## src/rtl/uart_pkg.sv

```systemverilog
// Shared definitions for the UART receive path: state encoding, default
// link constants and the parity helper used by the receiver.
package uart_pkg;

   localparam int UART_CLKS_PER_BIT = 434;
   localparam int UART_DATA_BITS    = 7;

   typedef enum logic [2:0] {
      IDLE,
      START,
      DATA,
      PARITY,
      STOP
   } uart_state_e;

   // Parity bit a transmitter would append to this data word.
   // Unused upper bits are zero, so they do not change the XOR.
   function automatic logic calc_parity(input logic [31:0] data, input logic odd);
      return (^data) ^ odd;
   endfunction

endpackage

```

## src/rtl/uart_rx_sync.sv

```systemverilog
// Brings the asynchronous RX pin into the clock domain and flags falling
// edges of the synchronised line. The edge flag is held off for a few cycles
// after reset so that a line already low at release never looks like a start.
module uart_rx_sync (
   input  logic clk,
   input  logic rst,
   input  logic rx,
   output logic rx_s,
   output logic fall
);

   logic       meta;
   logic       rx_prev;
   logic [2:0] settle;

   // Two-flop synchroniser plus a one-cycle delayed copy for edge detection.
   // Everything resets to the idle-high line level.
   always_ff @(posedge clk or negedge rst) begin
      if (!rst) begin
         meta    <= 1'b1;
         rx_s    <= 1'b1;
         rx_prev <= 1'b1;
      end else begin
         meta    <= rx;
         rx_s    <= meta;
         rx_prev <= rx_s;
      end
   end

   // Counts the cycles until rx_prev reflects the real pin after reset.
   always_ff @(posedge clk or negedge rst) begin
      if (!rst) begin
         settle <= 3'b000;
      end else begin
         settle <= {settle[1:0], 1'b1};
      end
   end

   assign fall = rx_prev & ~rx_s & settle[2];

endmodule

```

## src/rtl/uart_rx_frame.sv

```systemverilog
// Standalone UART frame receiver: start bit, DATA_BITS data bits LSB first,
// optional parity bit, one stop bit. Each bit is sampled at its midpoint.
// Reset asserts asynchronously and is released synchronously.
module uart_rx_frame
   import uart_pkg::*;
#(
   parameter int CLKS_PER_BIT = UART_CLKS_PER_BIT,
   parameter int DATA_BITS    = UART_DATA_BITS,
   parameter int PARITY_EN    = 1,
   parameter int PARITY_ODD   = 0
) (
   input  logic                 clk,
   input  logic                 rst,
   input  logic                 rx_in_bit,
   output logic [DATA_BITS-1:0] data_out,
   output logic                 is_received,
   output logic                 parity,
   output logic                 parity_err,
   output logic                 frame_err,
   output logic                 busy
);

   localparam int CNT_W = $clog2(CLKS_PER_BIT);
   localparam int IDX_W = $clog2(DATA_BITS) + 1;

   localparam logic [CNT_W-1:0] HALF_LOAD = CNT_W'(CLKS_PER_BIT / 2 - 1);
   localparam logic [CNT_W-1:0] FULL_LOAD = CNT_W'(CLKS_PER_BIT - 1);
   localparam logic [IDX_W-1:0] LAST_IDX  = IDX_W'(DATA_BITS - 1);

   logic [1:0] rst_sync;
   logic       rst_int;
   logic       rx_s;
   logic       fall;

   uart_state_e          state_q, state_next;
   logic [CNT_W-1:0]     cnt_q, cnt_next;
   logic [IDX_W-1:0]     bit_idx_q, bit_idx_next;
   logic [DATA_BITS-1:0] shift_q, shift_next;
   logic                 par_bit_q, par_bit_next;

   logic [DATA_BITS-1:0] data_next;
   logic                 received_next;
   logic                 parity_next;
   logic                 parity_err_next;
   logic                 frame_err_next;
   logic                 busy_next;

   // Reset synchroniser: assert immediately, release two clocks later.
   always_ff @(posedge clk or negedge rst) begin
      if (!rst) begin
         rst_sync <= 2'b00;
      end else begin
         rst_sync <= {rst_sync[0], 1'b1};
      end
   end

   assign rst_int = rst_sync[1];

   uart_rx_sync u_sync (
      .clk  (clk),
      .rst  (rst_int),
      .rx   (rx_in_bit),
      .rx_s (rx_s),
      .fall (fall)
   );

   // Next-state and datapath decode; the counter only moves outside IDLE
   // and is always reloaded explicitly when it reaches zero.
   always_comb begin
      state_next      = state_q;
      cnt_next        = cnt_q;
      bit_idx_next    = bit_idx_q;
      shift_next      = shift_q;
      par_bit_next    = par_bit_q;
      data_next       = data_out;
      received_next   = 1'b0;
      parity_next     = parity;
      parity_err_next = parity_err;
      frame_err_next  = frame_err;
      busy_next       = busy;

      if (state_q != IDLE && cnt_q != '0) begin
         cnt_next = cnt_q - CNT_W'(1);
      end

      case (state_q)
         IDLE: begin
            if (fall) begin
               state_next = START;
               cnt_next   = HALF_LOAD;
               busy_next  = 1'b1;
            end
         end
         START: begin
            if (cnt_q == '0) begin
               if (rx_s) begin
                  state_next = IDLE;
                  busy_next  = 1'b0;
               end else begin
                  state_next   = DATA;
                  cnt_next     = FULL_LOAD;
                  bit_idx_next = '0;
               end
            end
         end
         DATA: begin
            if (cnt_q == '0) begin
               shift_next = (shift_q >> 1) | (DATA_BITS'(rx_s) << (DATA_BITS - 1));
               cnt_next   = FULL_LOAD;
               if (bit_idx_q == LAST_IDX) begin
                  state_next = (PARITY_EN != 0) ? PARITY : STOP;
               end else begin
                  bit_idx_next = bit_idx_q + IDX_W'(1);
               end
            end
         end
         PARITY: begin
            if (cnt_q == '0) begin
               par_bit_next = rx_s;
               cnt_next     = FULL_LOAD;
               state_next   = STOP;
            end
         end
         STOP: begin
            if (cnt_q == '0) begin
               state_next     = IDLE;
               received_next  = 1'b1;
               busy_next      = 1'b0;
               data_next      = shift_q;
               frame_err_next = ~rx_s;
               if (PARITY_EN != 0) begin
                  parity_next     = par_bit_q;
                  parity_err_next = calc_parity(32'(shift_q), PARITY_ODD != 0) != par_bit_q;
               end else begin
                  parity_next     = 1'b0;
                  parity_err_next = 1'b0;
               end
            end
         end
         default: begin
            state_next = IDLE;
            busy_next  = 1'b0;
         end
      endcase
   end

   // State, counters and registered outputs.
   always_ff @(posedge clk or negedge rst_int) begin
      if (!rst_int) begin
         state_q     <= IDLE;
         cnt_q       <= '0;
         bit_idx_q   <= '0;
         shift_q     <= '0;
         par_bit_q   <= 1'b0;
         data_out    <= '0;
         is_received <= 1'b0;
         parity      <= 1'b0;
         parity_err  <= 1'b0;
         frame_err   <= 1'b0;
         busy        <= 1'b0;
      end else begin
         state_q     <= state_next;
         cnt_q       <= cnt_next;
         bit_idx_q   <= bit_idx_next;
         shift_q     <= shift_next;
         par_bit_q   <= par_bit_next;
         data_out    <= data_next;
         is_received <= received_next;
         parity      <= parity_next;
         parity_err  <= parity_err_next;
         frame_err   <= frame_err_next;
         busy        <= busy_next;
      end
   end

endmodule

```

## config.mk

```make
export PLATFORM = sky130hd
export DESIGN_NAME = uart_rx_frame
export DESIGN_NICKNAME = d
export VERILOG_FILES = /design/src/rtl/uart_pkg.sv /design/src/rtl/uart_rx_sync.sv /design/src/rtl/uart_rx_frame.sv
export SDC_FILE = /design/constraint.sdc
export NUM_CORES = 1
export LEC_CHECK = 0
export CAP_MARGIN = 20
export CORE_MARGIN = 4
export CORE_UTILIZATION = 55
export DETAILED_ROUTE_END_ITERATION = 8
export PLACE_DENSITY = 0.76
export SYNTH_ARGS = -nofsm -noshare
export SYNTH_HDL_FRONTEND = slang
export SYNTH_HIERARCHICAL = 1
export SYNTH_SLANG_ARGS = --single-unit
```

## constraint.sdc

```tcl
create_clock -name clk -period 1.6 [get_ports clk]
set_input_delay 0.16 -clock clk [delete_from_list [all_inputs] [get_ports clk]]
set_output_delay 0.16 -clock clk [all_outputs]
set_load 0.03 [all_outputs]
```

# After elaboration in Yosys (flattened, before gate mapping)
# Cells that the tools add are included.
[word_totals]
ff_bits = 44
latchBits = 0
mem_bits_rw = 0
romBits = 0
out_inout_bits = 12
word_cells = 78
n_memories = 0
[classes]
n_addsub = 2
multipliers = 0
n_div = 0
order_cmp = 0
n_eq_ne = 15
shifts = 0
n_mux = 26
bitwise_logic = 5
n_reduce_logical = 14
[ops]
columns = ["cell", "count"]
rows = [
  ["9-bit 2-to-1 mux", 5],
  ["32-bit parity", 1],
  ["9-bit one-hot mux with 3 select lines", 1],
  ["3-bit 2-to-1 mux", 6],
  ["4-bit 2-to-1 mux", 4],
  ["2-bit inequality test (second input constant)", 8],
  ["3-bit one-hot mux with 5 select lines", 1],
  ["5-bit AND reduction", 2],
  ["9-bit logical NOT", 1],
  ["9-bit nonzero test", 1],
  ["9-bit by 1-bit subtractor with 9-bit output (second input constant)", 1],
  ["4-bit one-hot mux with 2 select lines", 1],
  ["6-bit by 7-bit bitwise OR with 7-bit output", 1],
  ["3-bit by 2-bit == test with 1-bit output (second input constant)", 2],
  ["1-bit 2-to-1 mux", 6],
  ["2-bit AND reduction", 3],
  ["6-bit AND reduction", 1],
  ["4-bit by 1-bit adder with 4-bit output (second input constant)", 1],
  ["4-bit by 3-bit == test with 1-bit output (second input constant)", 1],
  ["1-bit one-hot mux with 4 select lines", 1],
  ["3-bit by 1-bit == test with 1-bit output (second input constant)", 1],
  ["3-bit == test (second input constant)", 1],
  ["3-bit logical NOT", 1],
  ["3-bit nonzero test", 1],
  ["other kinds (8)", 10],
]

# Depth between registers and ports, before layout
# Gate-level depths: netlist (run 1).
[logic_depth]
word_depth = 6
mapped_depth = 8
depth_no_buf = 7

# By module
# Netlist (run 1), hierarchy kept.
[by_module_without_submodules]
columns = ["mod", "instances", "cells_per_inst", "area_each_um2", "seq_area_each_um2"]
rows = [
  ["uart_rx_frame", 1, 180, 1808.0, 950.9],
  ["uart_rx_sync", 1, 8, 166.4, 153.9],
]

# Least setup slack after synthesis (run 1)
# Ideal clock, no wire load.
[synth_timing]
path_kind = "reg-to-reg"
start = "reg cnt_q[3]"
end = "reg shift_q[0]"
t_arrival_ps = 2097
path_slack_ps = -622
stages_incl_launch_ff = 6
period_less_slack_ps = 2222
cell_sequence = "dfrtp_1 or4_4 or4_1 buf_2 nor2_4 mux2_2"
[synth_between]
elab_chain_len = 2
[synth_lines]
columns = ["element", "line_no", "rtl"]
rows = [
  ["start: declaration", "uart_rx_frame.sv:36", "logic [CNT_W-1:0] cnt_q, cnt_next;"],
  ["start signal: assignment", "uart_rx_frame.sv:163", "cnt_q <= cnt_next;"],
  ["9-bit logical NOT", "uart_rx_frame.sv:107", "if (cnt_q == '0) begin"],
  ["2-bit AND reduction (no line)", "-", ""],
  ["end signal: assignment", "uart_rx_frame.sv:165", "shift_q <= shift_next;"],
  ["end: declaration", "uart_rx_frame.sv:38", "logic [DATA_BITS-1:0] shift_q, shift_next;"],
]
# Every way passes these cells.
# A chain may end at the register's enable or synchronous reset.

# Worst setup path after layout (run 1)
[layout_timing]
start = "reg cnt_q[0]"
end = "reg bit_idx_q[2]"
[layout_between]
elab_chain_len = 3
[layout_lines]
columns = ["element", "line_no", "rtl"]
rows = [
  ["9-bit logical NOT (*)", "uart_rx_frame.sv:95, uart_rx_frame.sv:107", ""],
  ["2-bit inequality test (no line)", "-", ""],
  ["5-bit AND reduction (no line) (*)", "-", ""],
  ["end signal: assignment", "uart_rx_frame.sv:164", "bit_idx_q <= bit_idx_next;"],
  ["end: declaration", "uart_rx_frame.sv:37", "logic [IDX_W-1:0] bit_idx_q, bit_idx_next;"],
]
# Mark *: on every way between the ends. The rest lies on a longest branch, timed or not.

==> results of run 1 <==
stage by stage:
stage          util [%]  area, um^2  power (W)
2_1_floorplan         -        2040    0.00175
3_3_place_gp       70.7        2390    0.00201
3_5_place_dp       70.7        2390    0.00207
4_1_cts            79.5        2700    0.00321
5_1_grt            83.1        2820    0.00351
6_report           83.1        2820    0.00335
layout make-up:
cell class                      count  area [um^2]  share of cell area [%]
Timing Repair Buffer               50          452                    16.0
Tap cell                           46         57.6                    2.04
Multi-Input combinational cell    136         1060                    37.6
Sequential cell                    44         1100                    39.2
Clock buffer                        5         37.5                    1.33
Clock inverter                      3         90.1                    3.20
Inverter                            4         15.0                   0.533
kinds of logic (layout without fill, tap and decap cells):
logic type	Yosys count	count (layout)	share of synthesized area, %
compound gates	24	24	7.16
xor+xnor	11	11	4.88
fa+ha+maj	3	3	1.90
buf+inv	9	62	1.77
flops	44	44	56.0
mux	8	8	4.56
other cells	2	2	0.380
simple gates	87	88	23.4
worst max-delay path: stages (launching register included):
cell and delay [ns]:
dfrtp_1 0.42, inv_2 0.08, ha_4 0.13, or2b_4 0.27
or4_4 0.52, buf_6 0.16, or3_4 0.37, o21ai_2 0.11
sequential cells by signal, summed over array words and instances, names as in the netlist:
register,count
bit_idx_q,4
busy,1
cnt_q,9
data_out,7
frame_err,1
is_received,1
par_bit_q,1
parity,1
parity_err,1
rst_sync,2
shift_q,7
state_q,3
u_sync/meta,1
u_sync/rx_prev,1
u_sync/rx_s,1
u_sync/settle,3
where the power goes:
group	total, W	leakage (nW)	internal, W	switching [W]
logic	0.00103	0.757	0.000499	0.000528
registers	0.00133	0.561	0.00124	0.0000830
clock network	0.000997	0.0654	0.000644	0.000354
timing repair:
| item | CTS | global route |
|---|---|---|
| setup endpoints to repair | 35 | 41 |
| pin swaps | 8 | 12 |
| buffers inserted | 6 | 5 |
| gates cloned | 1 | 0 |
| hold buffers | 1 | 0 |
| hold endpoints to repair | 2 | 0 |
| gates resized for setup | 26 | 26 |
synthesized netlist by cell type (all sizes together):
| cell | count |
|---|---|
| dfrtp | 41 |
| nand2 | 40 |
| nor2 | 11 |
| o21ai | 11 |
| mux2 | 8 |
| xnor2 | 8 |
| nand3 | 7 |
| a21oi | 6 |
| clkbuf | 4 |
| inv | 4 |
| nand2b | 4 |
| nor3 | 4 |
| nor4 | 4 |
| dfstp | 3 |
| ha | 3 |
| nor2b | 3 |
| xor2 | 3 |
| a211oi | 2 |
| and3b | 2 |
| conb | 2 |
| or3 | 2 |
| or4 | 2 |
| a22o | 1 |
| a2bb2oi | 1 |
| a311oi | 1 |
| and2 | 1 |
| and3 | 1 |
| buf | 1 |
| nand3b | 1 |
| nand4b | 1 |
| nand4bb | 1 |
| nor4b | 1 |
| o21bai | 1 |
| o31ai | 1 |
| or2b | 1 |
| or3b | 1 |
layer usage:
layer | global-route usage, % | vias up | share of wire, %
li1 | - | 747 | -
met1 | 27.6 | 825 | 40
met2 | 37.4 | 61 | 51
met3 | 5.09 | 16 | 5.0
met4 | 13.9 | 0 | 3.0
met5 | 0 | - | 0
worst min-delay path by stage:
stage / start / cells after the start / endpoint
floorplan: rst / 0 / rst_sync[0]$_DFF_PN0_
global placement: rst_sync[1]$_DFF_PN0_ / 1 / frame_err$_DFFE_PN0P_
detailed placement: rst_sync[1]$_DFF_PN0_ / 1 / bit_idx_q[3]$_DFFE_PN0P_
CTS: rx_in_bit / 1 / u_sync/meta$_DFF_PN1_
global route: rx_in_bit / 1 / u_sync/meta$_DFF_PN1_
finish: rx_in_bit / 1 / u_sync/meta$_DFF_PN1_
==> impl_metrics.env, run 1 <==
export IMPL_layout_min_cycle_time_ns=2.12
export IMPL_reg2reg_depth=7
export IMPL_grt_pass1_wl_um=7560
export IMPL_wl_per_cell_um=17.3
export IMPL_max_cap_violations=0
export IMPL_arrival_ns=2.42
export IMPL_hold_viol=0
export IMPL_cts_sinks=44
export IMPL_ioPinCount=15
export IMPL_std_cell_rows=21
export IMPL_rsz0062_at_grt="true"
export IMPL_crit_required_ns=1.89
export IMPL_fin_skew_ns=0.0209
export IMPL_fill_cells=161
export IMPL_cts_inserted_buffers=5
export IMPL_worst_slew_margin_rel_pct=61.8
export IMPL_tritoncts="built"
export IMPL_coreArea_um2=3390
export IMPL_wl_um=4990
export IMPL_grtUsageTotal_pct=22.9
export IMPL_ant_nets=0
export IMPL_io_buffer_count=14
export IMPL_cp_max_fo=3
export IMPL_antenna_found_initial=0
export IMPL_cts_clk_slew_worst_paths_ns=0.12
export IMPL_critPathLaunch="cnt_q[0]$_DFF_PN0_"
export IMPL_place_hpwl_um=2910
export IMPL_hold_ws_ns=0.208
export IMPL_ys_warn_count=6
export IMPL_setup_slack_ns=-0.521
export IMPL_viasPerCell=5.73
export IMPL_drc=0
export IMPL_num_antenna_cells=0
export IMPL_initial_core_util_pct=58.3
export IMPL_place_ws_ns=-0.620
export IMPL_syn_num_nets=194
export IMPL_leakagePower_nw=1.38
export IMPL_worstReg2RegEnd="bit_idx_q[2]$_DFFE_PN0P_"
export IMPL_crit_type="reg -> reg"
export IMPL_grt_max_degree=43
export IMPL_setup_viol=35
export IMPL_r2r_slack_ns=-0.52
export IMPL_final_cell_mix="dfrtp_1 (41), nand2_1 (36), buf_4 (29)"
export IMPL_synth_top_area_share_pct=52.0
export IMPL_tightest_slew_ns=0.570
export IMPL_vias=1649
export IMPL_ys_seq_elements=44
export IMPL_clk_latency_ns=0.37
export IMPL_gr_total_overflow=0
export IMPL_htree_levels=2
export IMPL_gp_congestion=0.872
export IMPL_netlist_area_um2=1970
export IMPL_maxSlewViolCount=0
export IMPL_placed_cells=268
export IMPL_yosysUniqueCellTypes=42
export IMPL_die_w_um=67.9
export IMPL_design_die_area_um2=4610
export IMPL_final_nets=247
export IMPL_root_buffer="clkbuf_4"
export IMPL_start_kind="flip-flop"
export IMPL_violations="setup timing"
export IMPL_grt_pass1_vias=1566
export IMPL_area_growth_pct=42.6
export IMPL_end_kind="flip-flop"
export IMPL_drt_iter0_drc=113
export IMPL_layout_cells_non_filler=288
export IMPL_layout_commonest_cell="dfrtp_1"
export IMPL_crit_end="bit_idx_q[2]$_DFFE_PN0P_"
export IMPL_die_h_um=67.9
export IMPL_dr_pass1_iters=5
export IMPL_seq_area_frac_synth_pct=56.0
export IMPL_clockBufferDepth=2
export IMPL_status="complete, but fails checks"
export IMPL_drive_above_1_share_pct=37.6
export IMPL_yosysTopAreaCell="dfrtp_1"
export IMPL_synthTopCellsByArea="dfrtp_1 (52%), nand2_1 (7.6%), mux2_2 (4.6%), dfstp_2 (4.0%), xnor2_1 (3.5%)"
export IMPL_hold_class="in -> reg"
export IMPL_syn_instance_count=188
export IMPL_syn_avg_cell_area_um2=10.5
export IMPL_r2r_start="cnt_q[0]$_DFF_PN0_"
export IMPL_finalSetupTns_ns=-12.67
export IMPL_finalCritPeriodShare_pct=133
export IMPL_peakVddDrop_mv=1.09
export IMPL_max_freq_mhz=472
export IMPL_power_density_nw_per_um2=1190
No activity file was read; power rests on OpenSTA's default activity.
==> run 2, diff against run 1 <==
--- a/config.mk
+++ b/config.mk
@@ -10,6 +10,7 @@
 export CORE_UTILIZATION = 55
 export DETAILED_ROUTE_END_ITERATION = 8
 export PLACE_DENSITY = 0.76
+export SKIP_LAST_GASP = 1
 export SYNTH_ARGS = -nofsm -noshare
 export SYNTH_HDL_FRONTEND = slang
 export SYNTH_HIERARCHICAL = 1
==> impl_metrics.env, run 2 (synthesized netlist as in run 1, its figures left out) <==
export IMPL_cts_sinks=44
export IMPL_fill_cells=158
export IMPL_largest_register_ffs=9
export IMPL_ant_nets=0
export IMPL_grt_pass1_vias=1565
export IMPL_finalSetupTns_ns=-12.83
export IMPL_power_density_nw_per_um2=1200
export IMPL_coreArea_um2=3390
export IMPL_layout_min_cycle_time_ns=2.13
export IMPL_multi_input_area_um2=1050
export IMPL_wl_per_cell_um=17.4
export IMPL_cpMaxStageDelayCell="or4_4"
export IMPL_critPathLaunch="cnt_q[0]$_DFF_PN0_"
export IMPL_grtUsageTotal_pct=22.6
export IMPL_fin_total_pwr_w=0.00335
export IMPL_setup_viol=34
export IMPL_maxSlewViolCount=0
export IMPL_setup_slack_ns=-0.533
export IMPL_cts_clk_slew_worst_paths_ns=0.12
export IMPL_design_die_area_um2=4610
export IMPL_grt_max_degree=43
export IMPL_seqCellArea_um2=1100
export IMPL_hold_viol=0
export IMPL_tritoncts="built"
export IMPL_place_hpwl_um=2910
export IMPL_max_stage_delay_ns=0.52
export IMPL_fin_skew_ns=0.0174
export IMPL_ioPinCount=15
export IMPL_clk_latency_ns=0.36
export IMPL_wl_um=5010
export IMPL_place_ws_ns=-0.620
export IMPL_end_kind="flip-flop"
export IMPL_io_buffer_count=14
export IMPL_viasPerCell=5.70
export IMPL_worst_path_buf_inv=1
export IMPL_cts_inserted_buffers=5
export IMPL_antenna_found_initial=0
export IMPL_die_w_um=67.9
export IMPL_num_antenna_cells=0
export IMPL_drc=0
export IMPL_peakVddDrop_mv=1.09
export IMPL_layout_commonest_cell="dfrtp_1"
export IMPL_drt_iter0_drc=150
export IMPL_worstPathCellList="inv_2 -> ha_4 -> or2b_4 -> or4_4 -> nor2_4 -> mux2_4"
export IMPL_max_freq_mhz=469
export IMPL_gp_congestion=0.872
export IMPL_htree_levels=2
export IMPL_initial_core_util_pct=58.3
export IMPL_path_delay_family="simple AND/OR/NAND/NOR gates"
export IMPL_top_regs="cnt_q x9, data_out x7, shift_q x7"
export IMPL_arrival_ns=2.39
export IMPL_worstHoldStart="rx_in_bit"
export IMPL_start_kind="flip-flop"
export IMPL_hold_class="in -> reg"
export IMPL_placed_cell_area_um2=2390
export IMPL_max_cap_violations=0
export IMPL_area_growth_pct=42.0
export IMPL_clockBufferDepth=2
export IMPL_std_cell_rows=21
export IMPL_worst_slew_margin_rel_pct=65.0
export IMPL_violations="setup timing"
export IMPL_cp_max_fo=7
export IMPL_final_nets=247
export IMPL_rsz0062_at_grt="true"
export IMPL_drive_above_1_share_pct=37.2
export IMPL_crit_type="reg -> reg"
export IMPL_tightest_slew_ns=0.523
export IMPL_vias=1642
export IMPL_gr_total_overflow=0
export IMPL_dr_pass1_iters=4
export IMPL_die_h_um=67.9
export IMPL_root_buffer="clkbuf_4"
export IMPL_r2r_start="cnt_q[0]$_DFF_PN0_"
export IMPL_crit_required_ns=1.85
export IMPL_leakagePower_nw=1.36
export IMPL_final_cell_mix="dfrtp_1 (41), nand2_1 (36), buf_4 (29)"
export IMPL_status="complete, but fails checks"
export IMPL_grt_pass1_wl_um=7490
export IMPL_regMostFlops="cnt_q"
export IMPL_finalCritPeriodShare_pct=133
export IMPL_design_area_um2=2800
run 2: changes by cell type in the layout (fill, tap and decap cells not counted), sizes merged:
cell	change
clkdlybuf4s50	+1
dlymetal6s2s	-1
run 2: final timing paths:
| kind | to | slack, ns | cells past startpoint |
|---|---|---|---|
| hold / removal | u_sync/meta$_DFF_PN1_ | 0.21 | 1 |
| setup / recovery | shift_q[1]$_DFFE_PN0P_ | -0.53 | 6 |
| hold reg to reg | shift_q[6]$_DFFE_PN0P_ | 0.30 | 1 |
| min in group asynchronous | shift_q[6]$_DFFE_PN0P_ | 0.30 | 1 |
| max in group asynchronous | u_sync/meta$_DFF_PN1_ | 0.92 | 1 |
| setup reg to reg | shift_q[1]$_DFFE_PN0P_ | -0.53 | 6 |
run 2: stage by stage:
step	cells	utilization [%]	hold WS [ns]
2_1_floorplan	188	-	-0.136
3_3_place_gp	268	70.7	0.313
3_5_place_dp	268	70.7	0.328
4_1_cts	284	79.2	0.197
5_1_grt	288	82.7	0.175
6_report	288	82.7	0.208
run 2: where the power goes:
part           internal (W)  switching, W  total (W)
sequential          0.00124     0.0000818    0.00133
clock              0.000644      0.000350   0.000994
combinational      0.000497      0.000533    0.00103
total               0.00239      0.000965    0.00335
run 2: what timing repair did:
action                                  CTS  global route
resized for setup                        24            25
hold buffers                              1             0
endpoints found under the hold margin     2             0
pin swaps                                 8            11
buffers inserted                          6             5
gates cloned                              1             0
endpoints found under the setup margin   35            41
run 2: metal layers:
metal	up-vias	global-route usage (%)	part of all wire, %
li1	748	-	-
met2	61	36.9	51
met1	813	27.1	40
met3	20	5.25	5.1
met5	-	0	0
met4	0	13.9	4.1
run 2: layout make-up:
| type | instances | area share, % |
|---|---|---|
| Sequential cell | 44 | 39.4 |
| Timing Repair Buffer | 50 | 16.0 |
| Clock buffer | 5 | 1.34 |
| Inverter | 4 | 0.536 |
| Multi-Input combinational cell | 136 | 37.4 |
| Tap cell | 46 | 2.05 |
| Clock inverter | 3 | 3.21 |
